## config.mk

```make
export PLATFORM = sky130hd
export DESIGN_NAME = i2c_slave_regfile
export DESIGN_NICKNAME = d
export VERILOG_FILES = /design/src/rtl/i2c_slave_pkg.sv /design/src/rtl/i2c_line_cond.sv /design/src/rtl/i2c_slave_regfile.sv
export SDC_FILE = /design/constraint.sdc
export NUM_CORES = 1
export LEC_CHECK = 0
export CAP_MARGIN = 30
export CORE_AREA = 2 2 161 163
export DETAILED_ROUTE_END_ITERATION = 8
export DIE_AREA = 0 0 163 165
export PLACE_DENSITY = 0.7
export SLEW_MARGIN = 20
export SYNTH_ARGS = -nofsm -noshare
export SYNTH_HDL_FRONTEND = slang
export SYNTH_SLANG_ARGS = --single-unit
```

## constraint.sdc

```tcl
create_clock -name clk -period 8.7 [get_ports clk]
set_input_delay 2.61 -clock clk [delete_from_list [all_inputs] [get_ports clk]]
set_output_delay 2.61 -clock clk [all_outputs]
set_load 0.02 [all_outputs]
```

## src/rtl/i2c_slave_pkg.sv

```systemverilog
// Shared types and constants for the I2C slave register file.
package i2c_slave_pkg;

    typedef enum logic [3:0] {
        IDLE,
        ADDR,
        ADDR_ACK,
        PTR,
        PTR_ACK,
        WR,
        WR_ACK,
        RD,
        RD_ACK,
        IGNORE
    } i2c_state_t;

    localparam logic I2C_ACK  = 1'b0;
    localparam logic I2C_NACK = 1'b1;

endpackage

```

## src/rtl/i2c_line_cond.sv

```systemverilog
// Conditions one raw I2C line: 2-flop synchroniser, stability filter and
// edge detector. Pad change to pos/neg pulse takes FILTER_LEN+2 clk.
module i2c_line_cond #(
    parameter int FILTER_LEN = 2
) (
    input  logic clk,
    input  logic rst,
    input  logic din,
    output logic pos,
    output logic neg,
    output logic level
);

    logic       sync_p0;
    logic       sync_p1;
    logic       level_dly;
    logic [3:0] stable_cnt;

    // Idle bus is high, so every flop resets to 1 to avoid a false edge.
    always_ff @(posedge clk or posedge rst) begin
        if (rst) begin
            sync_p0    <= 1'b1;
            sync_p1    <= 1'b1;
            level      <= 1'b1;
            level_dly  <= 1'b1;
            stable_cnt <= '0;
        end else begin
            sync_p0   <= din;
            sync_p1   <= sync_p0;
            level_dly <= level;
            if (sync_p1 == level) begin
                stable_cnt <= '0;
            end else if (stable_cnt == 4'(FILTER_LEN - 1)) begin
                level      <= sync_p1;
                stable_cnt <= '0;
            end else begin
                stable_cnt <= stable_cnt + 4'd1;
            end
        end
    end

    assign pos = level & ~level_dly;
    assign neg = ~level & level_dly;

endmodule

```

## src/rtl/i2c_slave_regfile.sv

```systemverilog
// I2C slave with a byte register file, pointer addressing, auto-increment
// bursts, repeated-start reads and a host-side register port.
module i2c_slave_regfile #(
    parameter logic [6:0] SLAVE_ADDR = 7'h50,
    parameter int         REG_DEPTH  = 16,
    parameter int         FILTER_LEN = 2,
    parameter int         PTR_W      = (REG_DEPTH > 1) ? $clog2(REG_DEPTH) : 1
) (
    input  logic             clk,
    input  logic             rst,
    input  logic             scl_in,
    input  logic             sda_in,
    output logic             sda_oen,
    input  logic             host_we,
    input  logic [PTR_W-1:0] host_addr,
    input  logic [7:0]       host_wdata,
    output logic [7:0]       host_rdata,
    output logic             i2c_wr_pulse,
    output logic [PTR_W-1:0] i2c_wr_addr,
    output logic [7:0]       i2c_wr_data,
    output logic             busy,
    output logic             flag_start,
    output logic             flag_stop
);

    import i2c_slave_pkg::*;

    logic scl_pos, scl_neg, scl_lvl;
    logic sda_pos, sda_neg, sda_lvl;

    i2c_line_cond #(.FILTER_LEN(FILTER_LEN)) u_scl_cond (
        .clk   (clk),
        .rst   (rst),
        .din   (scl_in),
        .pos   (scl_pos),
        .neg   (scl_neg),
        .level (scl_lvl)
    );

    i2c_line_cond #(.FILTER_LEN(FILTER_LEN)) u_sda_cond (
        .clk   (clk),
        .rst   (rst),
        .din   (sda_in),
        .pos   (sda_pos),
        .neg   (sda_neg),
        .level (sda_lvl)
    );

    i2c_state_t       state_q, state_nxt;
    logic [7:0]       shift_q, shift_d;
    logic [2:0]       bit_cnt;
    logic             byte_done;
    logic [PTR_W-1:0] ptr_q, ptr_inc;
    logic             rw_q;
    logic             mack_q;
    logic             oen_d;
    logic [7:0]       regs [REG_DEPTH];

    logic start_det, stop_det, byte_end, addr_match, ptr_ok;
    logic in_byte_state, entry, rd_load, wr_commit, ptr_load, host_in_range;

    assign start_det     = sda_neg & scl_lvl;
    assign stop_det      = sda_pos & scl_lvl;
    assign byte_end      = scl_neg & byte_done;
    assign addr_match    = (shift_q[7:1] == SLAVE_ADDR);
    assign ptr_ok        = ({1'b0, shift_q} < 9'(REG_DEPTH));
    assign host_in_range = ({1'b0, host_addr} < (PTR_W + 1)'(REG_DEPTH));
    assign ptr_inc       = (ptr_q == PTR_W'(REG_DEPTH - 1)) ? '0 : ptr_q + PTR_W'(1);
    assign in_byte_state = (state_q == ADDR) || (state_q == PTR) ||
                           (state_q == WR)   || (state_q == RD);
    assign entry         = (state_nxt != state_q) || start_det;
    assign rd_load       = (state_nxt == RD) && (state_q != RD);
    assign wr_commit     = (state_q == WR)  && (state_nxt == WR_ACK);
    assign ptr_load      = (state_q == PTR) && (state_nxt == PTR_ACK);

    always_ff @(posedge clk or posedge rst) begin
        if (rst) state_q <= IDLE;
        else     state_q <= state_nxt;
    end

    // START/STOP override whatever byte or ACK slot is in progress.
    always_comb begin
        state_nxt = state_q;
        if (start_det) begin
            state_nxt = ADDR;
        end else if (stop_det) begin
            state_nxt = IDLE;
        end else begin
            case (state_q)
                ADDR:     if (byte_end) state_nxt = addr_match ? ADDR_ACK : IGNORE;
                ADDR_ACK: if (scl_neg)  state_nxt = rw_q ? RD : PTR;
                PTR:      if (byte_end) state_nxt = ptr_ok ? PTR_ACK : IGNORE;
                PTR_ACK,
                WR_ACK:   if (scl_neg)  state_nxt = WR;
                WR:       if (byte_end) state_nxt = WR_ACK;
                RD:       if (byte_end) state_nxt = RD_ACK;
                RD_ACK:   if (scl_neg)  state_nxt = (mack_q == I2C_ACK) ? RD : IGNORE;
                default:  state_nxt = state_q;
            endcase
        end
    end

    always_comb begin
        shift_d = shift_q;
        if (rd_load) begin
            shift_d = regs[ptr_q];
        end else if ((state_q == RD) && scl_neg) begin
            shift_d = {shift_q[6:0], 1'b1};
        end else if (in_byte_state && (state_q != RD) && scl_pos) begin
            shift_d = {shift_q[6:0], sda_lvl};
        end
    end

    // Looking at the next state lets the registered sda_oen move one clk after scl_neg.
    always_comb begin
        oen_d = I2C_NACK;
        case (state_nxt)
            ADDR_ACK, PTR_ACK, WR_ACK: oen_d = I2C_ACK;
            RD:                        oen_d = shift_d[7];
            default:                   oen_d = I2C_NACK;
        endcase
    end

    always_ff @(posedge clk or posedge rst) begin
        if (rst) begin
            shift_q      <= '0;
            bit_cnt      <= '0;
            byte_done    <= 1'b0;
            ptr_q        <= '0;
            rw_q         <= 1'b0;
            mack_q       <= I2C_NACK;
            sda_oen      <= 1'b1;
            i2c_wr_pulse <= 1'b0;
            i2c_wr_addr  <= '0;
            i2c_wr_data  <= '0;
            busy         <= 1'b0;
            flag_start   <= 1'b0;
            flag_stop    <= 1'b0;
        end else begin
            shift_q      <= shift_d;
            sda_oen      <= oen_d;
            flag_start   <= start_det;
            flag_stop    <= stop_det;
            i2c_wr_pulse <= wr_commit;
            if (entry) begin
                bit_cnt   <= '0;
                byte_done <= 1'b0;
            end else if (in_byte_state && scl_pos) begin
                bit_cnt <= bit_cnt + 3'd1;
                if (bit_cnt == 3'd7) byte_done <= 1'b1;
            end
            if (wr_commit) begin
                i2c_wr_addr <= ptr_q;
                i2c_wr_data <= shift_q;
            end
            // Pointer survives repeated START so write-pointer-then-read works.
            if (ptr_load)                  ptr_q <= shift_q[PTR_W-1:0];
            else if (wr_commit || rd_load) ptr_q <= ptr_inc;
            if ((state_q == ADDR) && (state_nxt == ADDR_ACK)) rw_q <= shift_q[0];
            if ((state_q == RD_ACK) && scl_pos) mack_q <= sda_lvl;
            if (stop_det)                                          busy <= 1'b0;
            else if ((state_nxt == ADDR_ACK) && (state_q != ADDR_ACK)) busy <= 1'b1;
        end
    end

    // I2C write is applied last so it wins a same-register collision with the host.
    always_ff @(posedge clk or posedge rst) begin
        if (rst) begin
            for (int i = 0; i < REG_DEPTH; i++) regs[i] <= '0;
        end else begin
            if (host_we && host_in_range) regs[host_addr] <= host_wdata;
            if (wr_commit)                regs[ptr_q]     <= shift_q;
        end
    end

    always_ff @(posedge clk or posedge rst) begin
        if (rst)                host_rdata <= '0;
        else if (host_in_range) host_rdata <= regs[host_addr];
        else                    host_rdata <= '0;
    end

endmodule

```

== Word-level counts from Yosys, hierarchy flattened ==
Cells that the tools add are included.
Cells by class
  $add $sub $neg: 4
  $lt $le $gt $ge: 5
  equality and inequality tests: 22
  mux-type cells: 46
  bitwise gates (word level): 15
  reduce and logical (&&, ||, !) cells: 27
Operator list (count)
  bitwise mux 128 bit: 2
  2-to-1 mux 128 bit: 2
  2-to-1 mux 4 bit: 19
  2-to-1 mux 8 bit: 9
  binary-select mux 8 bit (select 4 bit): 2
  demux 8 bit (select 4 bit): 2
  == test 4 x 3 -> 1 bit, second input constant: 7
  one-hot mux 4 bit (7 select lines): 1
  adder 4 x 1 -> 4 bit, second input constant: 3
  == test 4 x 1 -> 1 bit, second input constant: 3
  == test 4 x 2 -> 1 bit, second input constant: 3
  logical AND 1 bit: 12
  >= comparator 5 bit, second input constant: 2
  less-than comparator 5 x 1 -> 1 bit, second input constant: 2
  inverter 4 -> 5 bit: 2
  2-to-1 mux 3 bit: 3
  == test 4 bit, second input constant: 2
  less-than comparator 8 x 5 -> 1 bit, second input constant: 1
  nonzero test 2 bit: 4
  AND 1 bit: 7
  == test 7 bit, second input constant: 1
  inverter 1 bit: 6
  AND reduction 2 bit: 3
  logical OR 1 bit: 5
  other kinds (11): 16
Storage, ports and cells
  bits in registers: 191
  input bits: 17
  output and inout port bits: 25
  logic and storage cells: 161

== Depth between registers and ports, before layout ==
Gate-level depths: netlist of run 1.
  depth in word-level cells: 12
  mapped depth: 9
  depth with buffers taken out: 7

== By module ==
From an unflattened synthesis of run 1, not the netlist that was laid out.
Second synthesis, totals
  cells, all modules: 979
  area, all modules: 10996.8 um^2
Modules (own cells, without submodules)
  i2c_slave_regfile: times used 1, cells an instance 929, area an instance 10368.7 um^2, seq. area each 4381.7 um^2
  i2c_line_cond: times used 2, cells an instance 25, area an instance 314.1 um^2, seq. area each 205.2 um^2

== Worst setup path before layout of run 1 ==
Ideal clock, no wire load.
  path kind: input to register
  start point: input port host_addr[0]
  end point: register host_rdata[0]
  library setup time: 0.138 ns
  data arrival time: 4.024 ns
  required time: 8.562 ns
  setup slack: 4.538 ns
  stages: 4
  path buffers: 2
  path through: buf_2 -> buf_2 -> mux4_2 -> mux4_2
On the way
  word-level cells in the longest chain between the ends: 4
Ends and longest elaborated chain
  start: declaration: RTL line i2c_slave_regfile.sv:15  | input logic [PTR_W-1:0] host_addr,
  inverter 4 -> 5 bit (implied by the code): RTL line i2c_slave_regfile.sv:178  | else if (host_in_range) host_rdata <= regs[host_addr];
  binary-select mux 8 bit (select 4 bit): RTL line i2c_slave_regfile.sv:178
  2-to-1 mux 8 bit (implied by the code) (2 in series): RTL line i2c_slave_regfile.sv:178
  end signal: assignment: RTL line i2c_slave_regfile.sv:178
  end: declaration: RTL line i2c_slave_regfile.sv:17  | output logic [7:0] host_rdata,
Every way passes these cells. The select of a mux whose other input is x is not followed.
A chain may end at the register's enable or synchronous reset.

== Final worst setup path of run 1 ==
  start point: input port host_addr[2]
  end point: register regs[18] (netlist name)
On the way
  word-level cells in the longest chain between the ends: 9
Ends and longest elaborated chain
  inverter 4 -> 5 bit (implied by the code) (*): RTL line i2c_slave_regfile.sv:171  | if (host_we && host_in_range) regs[host_addr] <= host_wdata;
  >= comparator 5 bit (implied by the code) / less-than comparator 5 x 1 -> 1 bit (equally long branches): RTL line i2c_slave_regfile.sv:171
  logical AND 1 bit (implied by the code): RTL line i2c_slave_regfile.sv:171
  2-to-1 mux 8 bit (implied by the code): RTL line i2c_slave_regfile.sv:171
  demux 8 bit (select 4 bit) (*): RTL line i2c_slave_regfile.sv:171
  bitwise mux 128 bit (*): RTL line i2c_slave_regfile.sv:171
  2-to-1 mux 128 bit (*): RTL line i2c_slave_regfile.sv:171
  bitwise mux 128 bit: RTL line i2c_slave_regfile.sv:172  | if (wr_commit) regs[ptr_q] <= shift_q;
  2-to-1 mux 128 bit (*): RTL line i2c_slave_regfile.sv:172
  end signal: indexed assignment: RTL line i2c_slave_regfile.sv:171
  end signal: indexed assignment: RTL line i2c_slave_regfile.sv:172
  end: declaration: RTL line i2c_slave_regfile.sv:57  | logic [7:0] regs [REG_DEPTH];
Every way passes the cells marked *; elsewhere a longest branch is shown, timed or not.

==> results of run 1 <==
==> layout by cell type, fill, tap and decap left out, types with 8 or more instances in the layout <==
cell type,n
sky130_fd_sc_hd__nand3_4,8
sky130_fd_sc_hd__nor3_1,8
sky130_fd_sc_hd__nand2_1,65
sky130_fd_sc_hd__clkbuf_16,17
sky130_fd_sc_hd__clkdlybuf4s50_1,39
sky130_fd_sc_hd__mux2_2,17
sky130_fd_sc_hd__mux4_2,79
sky130_fd_sc_hd__nand3_1,13
sky130_fd_sc_hd__ha_1,10
sky130_fd_sc_hd__o21ai_0,51
sky130_fd_sc_hd__nor2_1,127
sky130_fd_sc_hd__dfrtp_1,180
sky130_fd_sc_hd__buf_4,8
sky130_fd_sc_hd__mux2i_1,135
sky130_fd_sc_hd__inv_1,16
sky130_fd_sc_hd__a21oi_1,96
sky130_fd_sc_hd__dfstp_2,10
==> cell type report <==
cell class / count / area [um^2] / share of cell area
flip-flops and latches: 191 / 4790 / 0.392
repair buffers: 53 / 526 / 0.0429
multi-input cells: 699 / 5850 / 0.478
clock inverters: 10 / 103 / 0.00838
inverters: 18 / 82.6 / 0.00675
clock buffers: 21 / 470 / 0.0384
well taps: 330 / 413 / 0.0337
==> registers in the layout, summed over array words and instances, names as in the netlist, 3 cells and up <==
signal	cells
shift_q	8
regs	128
u_sda_cond.stable_cnt	4
host_rdata	8
i2c_wr_addr	4
i2c_wr_data	8
ptr_q	4
u_scl_cond.stable_cnt	4
bit_cnt	3
state_q	4
==> cells by family (layout without fill, tap and decap cells) <==
group                    after synthesis  count (layout)
AND/OR/NAND/NOR                      270             270
buffers and inverters                 98             102
AO/OA/AOI/OAI                        178             178
adder cells (fa/ha/maj)               10              10
multiplexers                         231             231
flip-flops                           191             191
XOR/XNOR                              10              10
==> worst paths after layout <==
path | to | slack, ns | depth (start not counted)
worst max-delay path | regs[18]$_DFF_PP0_ | 3.93 | 5
max in group asynchronous | regs[6]$_DFF_PP0_ | 4.66 | 4
worst min-delay path | u_scl_cond.sync_p1$_DFF_PP1_ | 0.36 | 0
worst max register to register | regs[97]$_DFF_PP0_ | 5.75 | 6
min in group asynchronous | u_scl_cond.stable_cnt[2]$_DFF_PP0_ | 2.53 | 2
worst min register to register | u_scl_cond.sync_p1$_DFF_PP1_ | 0.36 | 0
==> layer usage <==
metal	global-route usage	up-vias	routed length (um)
li1	-	3573	-
met1	0.325	4029	12800
met2	0.346	325	13500
met3	0.0412	44	1920
met4	0.0776	0	750
met5	0	-	0
==> worst register-to-register path: cells and delay by family (launching register included) <==
family,cells,cell delay (ns)
flops,1,0.61
simple gates,4,1.64
compound gates,1,0.24
buf+inv,1,0.32
==> power groups by stage <==
stage	Sequential, mW	Combinational, mW	Clock [mW]
finish	1.36	0.740	0.773
global route	1.39	0.806	0.826
CTS	1.36	0.717	0.787
detailed placement	1.38	0.717	0
global placement	1.38	0.677	0
floorplan	1.23	0.594	0
==> through the flow <==
stage	power [mW]	util	hold WS [ns]
2_1_floorplan	1.82	-	0.345
4_1_cts	2.86	0.487	0.359
3_5_place_dp	2.09	0.464	0.349
5_1_grt	3.02	0.489	0.365
3_3_place_gp	2.06	0.463	0.350
6_report	2.87	0.489	0.358
==> run_summary.xml, run 1 <==
<?xml version="1.0" encoding="UTF-8"?>
<metrics>
  <group name="worst_setup_path">
    <metric name="worst_r2r_startpoint" unit="">u_scl_cond.level_dly$_DFF_PP1_</metric>
    <metric name="worstSetupEndpointType" unit="">flip-flop</metric>
    <metric name="worstSetupStartpoint" unit="">host_addr[2]</metric>
    <metric name="critPathRequiredTime" unit="ns">9.00</metric>
    <metric name="worstPathCellList" unit="">clkdlybuf4s50_1, nand3_1, nor2_1, mux2i_1, o21ai_0</metric>
    <metric name="criticalPathCategory" unit="">in2reg</metric>
    <metric name="crit_slowest_cell" unit="">sky130_fd_sc_hd__clkdlybuf4s50_1</metric>
    <metric name="buf_inv_stages_crit_path" unit="">1</metric>
    <metric name="cp_data_arrival_time" unit="ns">5.07</metric>
    <metric name="cpLargestDelayFamily" unit="">simple AND/OR/NAND/NOR gates</metric>
    <metric name="timing.critical_path.from_type" unit="">input port</metric>
    <metric name="timing.critical_path.fanout_max" unit="">12</metric>
    <metric name="delay_of_the_slowest_cell_on_the_worst_path" unit="ns">0.97</metric>
  </group>
  <group name="final_layout">
    <metric name="layout-area-overhead-vs-synth" unit="%">9.64</metric>
    <metric name="post_route_cells_drive_above_1_share" unit="">0.169</metric>
    <metric name="finish.net_count" unit="">1007</metric>
    <metric name="n_fill_cell" unit="">2225</metric>
    <metric name="design_area" unit="um^2">12200</metric>
    <metric name="antenna_cells_inserted" unit="">0</metric>
    <metric name="stdcell_count" unit="">1322</metric>
  </group>
  <group name="logic_synthesis">
    <metric name="synth_simple_gate_area_share" unit="">0.121</metric>
    <metric name="muxShareOfSynthArea" unit="">0.298</metric>
    <metric name="synth_cells" unit="">988</metric>
    <metric name="yosys.cell_types.count" unit="">59</metric>
    <metric name="synth_seq_cells" unit="">191</metric>
    <metric name="synth_area_per_cell" unit="um^2">11.3</metric>
    <metric name="ys_top_cells_by_count" unit="">sky130_fd_sc_hd__dfrtp_1, sky130_fd_sc_hd__mux2i_1, sky130_fd_sc_hd__nor2_1</metric>
    <metric name="netlist_top_cells_area" unit="">sky130_fd_sc_hd__dfrtp_1, sky130_fd_sc_hd__mux4_2, sky130_fd_sc_hd__mux2i_1</metric>
    <metric name="synth_largest_area_cell" unit="">sky130_fd_sc_hd__dfrtp_1</metric>
    <metric name="post-synth-top-count-cell" unit="">sky130_fd_sc_hd__dfrtp_1</metric>
    <metric name="number_of_enable_flip_flop_cells_after_synthesis" unit="">0</metric>
    <metric name="synth_ff_type" unit="">sky130_fd_sc_hd__dfrtp_1</metric>
    <metric name="area_share_of_fa_ha_maj_cells_after_synthesis" unit="">0.0112</metric>
    <metric name="synthesis.yosys.warnings" unit="">0</metric>
    <metric name="syn-num-nets" unit="">1015</metric>
    <metric name="post_synth_xor_area_fraction" unit="">0.00784</metric>
    <metric name="synth.cell_area" unit="um^2">11200</metric>
    <metric name="post-synth-top-area-fraction" unit="">0.406</metric>
    <metric name="main_combinational_cell_family_by_area_after_synthesis" unit="">multiplexers</metric>
    <metric name="synth_compound_gate_area_share" unit="">0.0867</metric>
    <metric name="yosysSeqAreaShare" unit="">0.429</metric>
    <metric name="async_reset_ff_frac" unit="">1.00</metric>
  </group>
  <group name="timing">
    <metric name="max-slew-margin-rel" unit="">0.307</metric>
    <metric name="final_max_slew_viol_count" unit="">0</metric>
    <metric name="finalSetupViolCount" unit="">0</metric>
    <metric name="worst-slew-pin-transition" unit="ns">1.04</metric>
    <metric name="finalHoldViolations" unit="">0</metric>
    <metric name="grt_setup_unrepaired" unit="">no</metric>
    <metric name="finalSetupTns" unit="ns">0</metric>
    <metric name="post-route-period-util" unit="">0.549</metric>
    <metric name="clock-skew-final" unit="ns">0.0104</metric>
    <metric name="post-route-worst-setup-slack" unit="ns">3.93</metric>
    <metric name="highest_clock_rate" unit="MHz">209</metric>
    <metric name="timing.final.crit_period" unit="ns">4.77</metric>
  </group>
  <group name="floorplan">
    <metric name="die_width" unit="um">163</metric>
    <metric name="start_util" unit="">0.446</metric>
    <metric name="coreArea" unit="um^2">25000</metric>
    <metric name="ioPinCount" unit="">42</metric>
    <metric name="std_cell_rows" unit="">58</metric>
    <metric name="area_of_the_die" unit="um^2">26900</metric>
    <metric name="die_h" unit="um">165</metric>
  </group>
  <group name="global_route">
    <metric name="first_global_vias" unit="">7784</metric>
    <metric name="grt_start_max_net_pins" unit="">138</metric>
    <metric name="gr-total-overflow" unit="">0</metric>
    <metric name="grt_antenna_before_repair" unit="">0</metric>
    <metric name="first_pass_grt_wire_length" unit="um">46000</metric>
    <metric name="groute.usage.overall" unit="">0.226</metric>
  </group>
  <group name="min_path">
    <metric name="hold_path.startpoint" unit="">u_scl_cond.sync_p0$_DFF_PP1_</metric>
    <metric name="worst_hold_path_type" unit="">reg2reg</metric>
  </group>
  <group name="placed_design">
    <metric name="pre_cts_setup_slack" unit="ns">3.46</metric>
    <metric name="place.gp.congestion" unit="">0.878</metric>
    <metric name="dpl.cell_count" unit="">1288</metric>
    <metric name="detailed_place.area" unit="um^2">11600</metric>
    <metric name="hpwlAfterDp" unit="um">19300</metric>
    <metric name="port_buffers" unit="">41</metric>
  </group>
  <group name="pwr">
    <metric name="share_clk_of_total_power" unit="">0.269</metric>
    <metric name="power.internal" unit="mW">1.89</metric>
    <metric name="power_frac_comb" unit="">0.257</metric>
    <metric name="power_per_cell_area" unit="nW/um^2">235</metric>
    <metric name="switching_share" unit="">0.342</metric>
    <metric name="static-leakage-power" unit="nW">4.99</metric>
    <metric name="vdd_ir_drop_max" unit="mV">0.123</metric>
    <metric name="p_switching" unit="mW">0.983</metric>
    <metric name="power_frac_seq" unit="">0.473</metric>
  </group>
  <group name="cts">
    <metric name="tritoncts" unit="">done</metric>
    <metric name="clock_sink_count" unit="">191</metric>
    <metric name="cts_root_buf" unit="">sky130_fd_sc_hd__clkbuf_16</metric>
    <metric name="clkLatencyLatePin" unit="ns">0.43</metric>
    <metric name="post_cts_hold_buffer_count" unit="">0</metric>
    <metric name="ctsLongestPathBuffers" unit="">2</metric>
    <metric name="cts-buffers-inserted" unit="">17</metric>
    <metric name="cts_resized" unit="">0</metric>
    <metric name="cts-htree-levels" unit="">4</metric>
    <metric name="clk_slew_on_worst_s_h_paths" unit="ns">0.07</metric>
    <metric name="cts.repair_timing.setup_buffer_count" unit="">0</metric>
  </group>
  <group name="drt">
    <metric name="drt-total-wl" unit="um">29000</metric>
    <metric name="dr_vias" unit="">7971</metric>
    <metric name="ant_nets" unit="">0</metric>
    <metric name="detail_route.drc_violations" unit="">0</metric>
    <metric name="firstDrtPassIters" unit="">5</metric>
    <metric name="vias_per_cell" unit="">6.03</metric>
    <metric name="drt-initial-drc-count" unit="">903</metric>
    <metric name="routedWlPerCell" unit="um">22.0</metric>
  </group>
  <group name="flow_run">
    <metric name="cap_violations" unit="">0</metric>
  </group>
  <group name="outcome">
    <metric name="status" unit="">complete, no violations</metric>
  </group>
</metrics>
Note: power is estimated with default switching activity, not from simulation.
==> run 2: changes to the inputs <==
PLACE_DENSITY = 0.73   (was 0.7)
clock period = 4.3 ns   (was 8.7 ns; I/O delays follow)
==> run_summary.xml, run 2 (synthesis gave the netlist of run 1 again) <==
<?xml version="1.0" encoding="UTF-8"?>
<metrics>
  <group name="outcome">
    <metric name="status" unit="">complete, no violations</metric>
  </group>
  <group name="global_route">
    <metric name="grt_start_max_net_pins" unit="">66</metric>
    <metric name="grt_antenna_before_repair" unit="">0</metric>
    <metric name="first_global_vias" unit="">7836</metric>
    <metric name="groute.usage.overall" unit="">0.222</metric>
    <metric name="first_pass_grt_wire_length" unit="um">45200</metric>
    <metric name="gr-total-overflow" unit="">0</metric>
  </group>
  <group name="final_layout">
    <metric name="final-seq-area" unit="um^2">4790</metric>
    <metric name="multi_input_logic_area" unit="um^2">5850</metric>
    <metric name="largest_reg_flops" unit="">128</metric>
    <metric name="final_common_cell" unit="">sky130_fd_sc_hd__dfrtp_1</metric>
    <metric name="stdcell_count" unit="">1329</metric>
    <metric name="mostFrequentLayoutCells" unit="">sky130_fd_sc_hd__dfrtp_1, sky130_fd_sc_hd__mux2i_1, sky130_fd_sc_hd__nor2_1</metric>
    <metric name="antenna_cells_inserted" unit="">0</metric>
    <metric name="largest_register" unit="">regs</metric>
    <metric name="layout-area-overhead-vs-synth" unit="%">10.7</metric>
    <metric name="post_route_cells_drive_above_1_share" unit="">0.175</metric>
    <metric name="finish.net_count" unit="">1015</metric>
    <metric name="n_fill_cell" unit="">2177</metric>
  </group>
  <group name="cts">
    <metric name="cts.repair_timing.setup_buffer_count" unit="">0</metric>
    <metric name="cts-buffers-inserted" unit="">17</metric>
    <metric name="clock_sink_count" unit="">191</metric>
    <metric name="cts_root_buf" unit="">sky130_fd_sc_hd__clkbuf_16</metric>
    <metric name="ctsLongestPathBuffers" unit="">2</metric>
    <metric name="clkLatencyLatePin" unit="ns">0.45</metric>
    <metric name="clk_slew_on_worst_s_h_paths" unit="ns">0.07</metric>
    <metric name="cts_resized" unit="">0</metric>
    <metric name="post_cts_hold_buffer_count" unit="">0</metric>
    <metric name="cts-htree-levels" unit="">4</metric>
    <metric name="tritoncts" unit="">done</metric>
  </group>
  <group name="timing">
    <metric name="finalHoldViolations" unit="">0</metric>
    <metric name="clock-skew-final" unit="ns">0.00929</metric>
    <metric name="final_max_slew_viol_count" unit="">0</metric>
    <metric name="finalSetupViolCount" unit="">0</metric>
    <metric name="worst-slew-pin-transition" unit="ns">1.02</metric>
    <metric name="max-slew-margin-rel" unit="">0.322</metric>
    <metric name="timing.final.crit_period" unit="ns">3.13</metric>
    <metric name="post-route-worst-setup-slack" unit="ns">1.17</metric>
    <metric name="fin_worst_hold_slack" unit="ns">0.356</metric>
    <metric name="highest_clock_rate" unit="MHz">320</metric>
    <metric name="finalSetupTns" unit="ns">0</metric>
    <metric name="grt_setup_unrepaired" unit="">no</metric>
    <metric name="post-route-period-util" unit="">0.728</metric>
  </group>
  <group name="worst_setup_path">
    <metric name="timing.critical_path.from_type" unit="">input port</metric>
    <metric name="criticalPathCategory" unit="">in2reg</metric>
    <metric name="cp_data_arrival_time" unit="ns">3.45</metric>
    <metric name="worstSetupEndpointType" unit="">flip-flop</metric>
    <metric name="timing.critical_path.fanout_max" unit="">12</metric>
    <metric name="critPathRequiredTime" unit="ns">4.62</metric>
  </group>
  <group name="placed_design">
    <metric name="place.gp.congestion" unit="">0.873</metric>
    <metric name="hpwlAfterDp" unit="um">19400</metric>
    <metric name="dpl.cell_count" unit="">1297</metric>
    <metric name="pre_cts_setup_slack" unit="ns">0.786</metric>
    <metric name="port_buffers" unit="">41</metric>
  </group>
  <group name="floorplan">
    <metric name="std_cell_rows" unit="">58</metric>
    <metric name="die_width" unit="um">163</metric>
    <metric name="start_util" unit="">0.446</metric>
    <metric name="area_of_the_die" unit="um^2">26900</metric>
    <metric name="ioPinCount" unit="">42</metric>
    <metric name="die_h" unit="um">165</metric>
    <metric name="coreArea" unit="um^2">25000</metric>
  </group>
  <group name="drt">
    <metric name="ant_nets" unit="">0</metric>
    <metric name="drt-met1-wl" unit="um">11900</metric>
    <metric name="firstDrtPassIters" unit="">7</metric>
    <metric name="routedWlPerCell" unit="um">21.3</metric>
    <metric name="wl_met3" unit="um">2250</metric>
    <metric name="vias_per_cell" unit="">5.98</metric>
    <metric name="highest_layer" unit="">met4</metric>
    <metric name="detail_route.drc_violations" unit="">0</metric>
    <metric name="route.met2.wl" unit="um">13300</metric>
    <metric name="drt-total-wl" unit="um">28300</metric>
    <metric name="dr_vias" unit="">7952</metric>
    <metric name="drt-initial-drc-count" unit="">722</metric>
  </group>
  <group name="pwr">
    <metric name="power_per_cell_area" unit="nW/um^2">474</metric>
    <metric name="vdd_ir_drop_max" unit="mV">0.312</metric>
    <metric name="static-leakage-power" unit="nW">5.04</metric>
  </group>
  <group name="flow_run">
    <metric name="cap_violations" unit="">0</metric>
  </group>
  <group name="min_path">
    <metric name="worst_hold_path_type" unit="">reg2reg</metric>
  </group>
</metrics>
-- run 2: cell types whose count changed in the layout (fill, tap and decap cells not counted) --
cell                         change
sky130_fd_sc_hd__clkinv_4        -2
sky130_fd_sc_hd__clkinvlp_4      +3
sky130_fd_sc_hd__inv_6           +1
sky130_fd_sc_hd__buf_8           -2
sky130_fd_sc_hd__inv_8           -1
sky130_fd_sc_hd__clkinv_2        -1
sky130_fd_sc_hd__buf_12          +4
sky130_fd_sc_hd__bufinv_16       +1
sky130_fd_sc_hd__clkbuf_8        -2
sky130_fd_sc_hd__buf_4           +6
sky130_fd_sc_hd__clkbuf_4        -1
sky130_fd_sc_hd__buf_16          +1
-- run 2: cell type report --
class                           count  area share
Clock inverter                     11      0.0108
Clock buffer                       19      0.0358
Timing Repair Buffer               61      0.0518
Multi-Input combinational cell    699       0.474
Inverter                           18     0.00638
Tap cell                          330      0.0334
Sequential cell                   191       0.388
-- run 2: final timing paths --
check,endpoint,from,cells past startpoint,slack [ns]
min in group asynchronous,shift_q[3]$_DFFE_PP0P_,rst,2,1.22
worst min register to register,u_sda_cond.sync_p1$_DFF_PP1_,u_sda_cond.sync_p0$_DFF_PP1_,0,0.36
worst max-delay path,regs[112]$_DFF_PP0_,host_addr[3],5,1.17
worst max register to register,regs[51]$_DFF_PP0_,u_scl_cond.level_dly$_DFF_PP1_,6,1.38
max in group asynchronous,u_sda_cond.sync_p0$_DFF_PP1_,rst,3,2.35
worst min-delay path,u_sda_cond.sync_p1$_DFF_PP1_,u_sda_cond.sync_p0$_DFF_PP1_,0,0.36
-- run 2: through the flow --
| stage | util | instance area [um^2] | power (mW) |
|---|---|---|---|
| 2_1_floorplan | - | 11200 | 3.69 |
| 3_3_place_gp | 0.468 | 11700 | 4.15 |
| 3_5_place_dp | 0.468 | 11700 | 4.22 |
| 4_1_cts | 0.491 | 12300 | 5.82 |
| 5_1_grt | 0.494 | 12400 | 6.14 |
| 6_report | 0.494 | 12400 | 5.86 |
-- run 2: report_power, final --
| part | switching, mW | internal (mW) |
|---|---|---|
| registers | 0.564 | 2.21 |
| clock network | 0.732 | 0.874 |
| logic | 0.708 | 0.768 |
-- run 2: worst max-delay path: stages --
cell                              delay [ns]
sky130_fd_sc_hd__clkdlybuf4s50_1        0.68
sky130_fd_sc_hd__nor3b_1                0.51
sky130_fd_sc_hd__nand3b_1               0.54
sky130_fd_sc_hd__mux2i_1                0.33
sky130_fd_sc_hd__a21oi_1                0.10
-- run 2: metal layers --
layer / global-route usage / vias up
met3: 0.0542 / 47
met5: 0 / -
met1: 0.300 / 3989
met4: 0.0893 / 0
met2: 0.345 / 326
li1: - / 3590
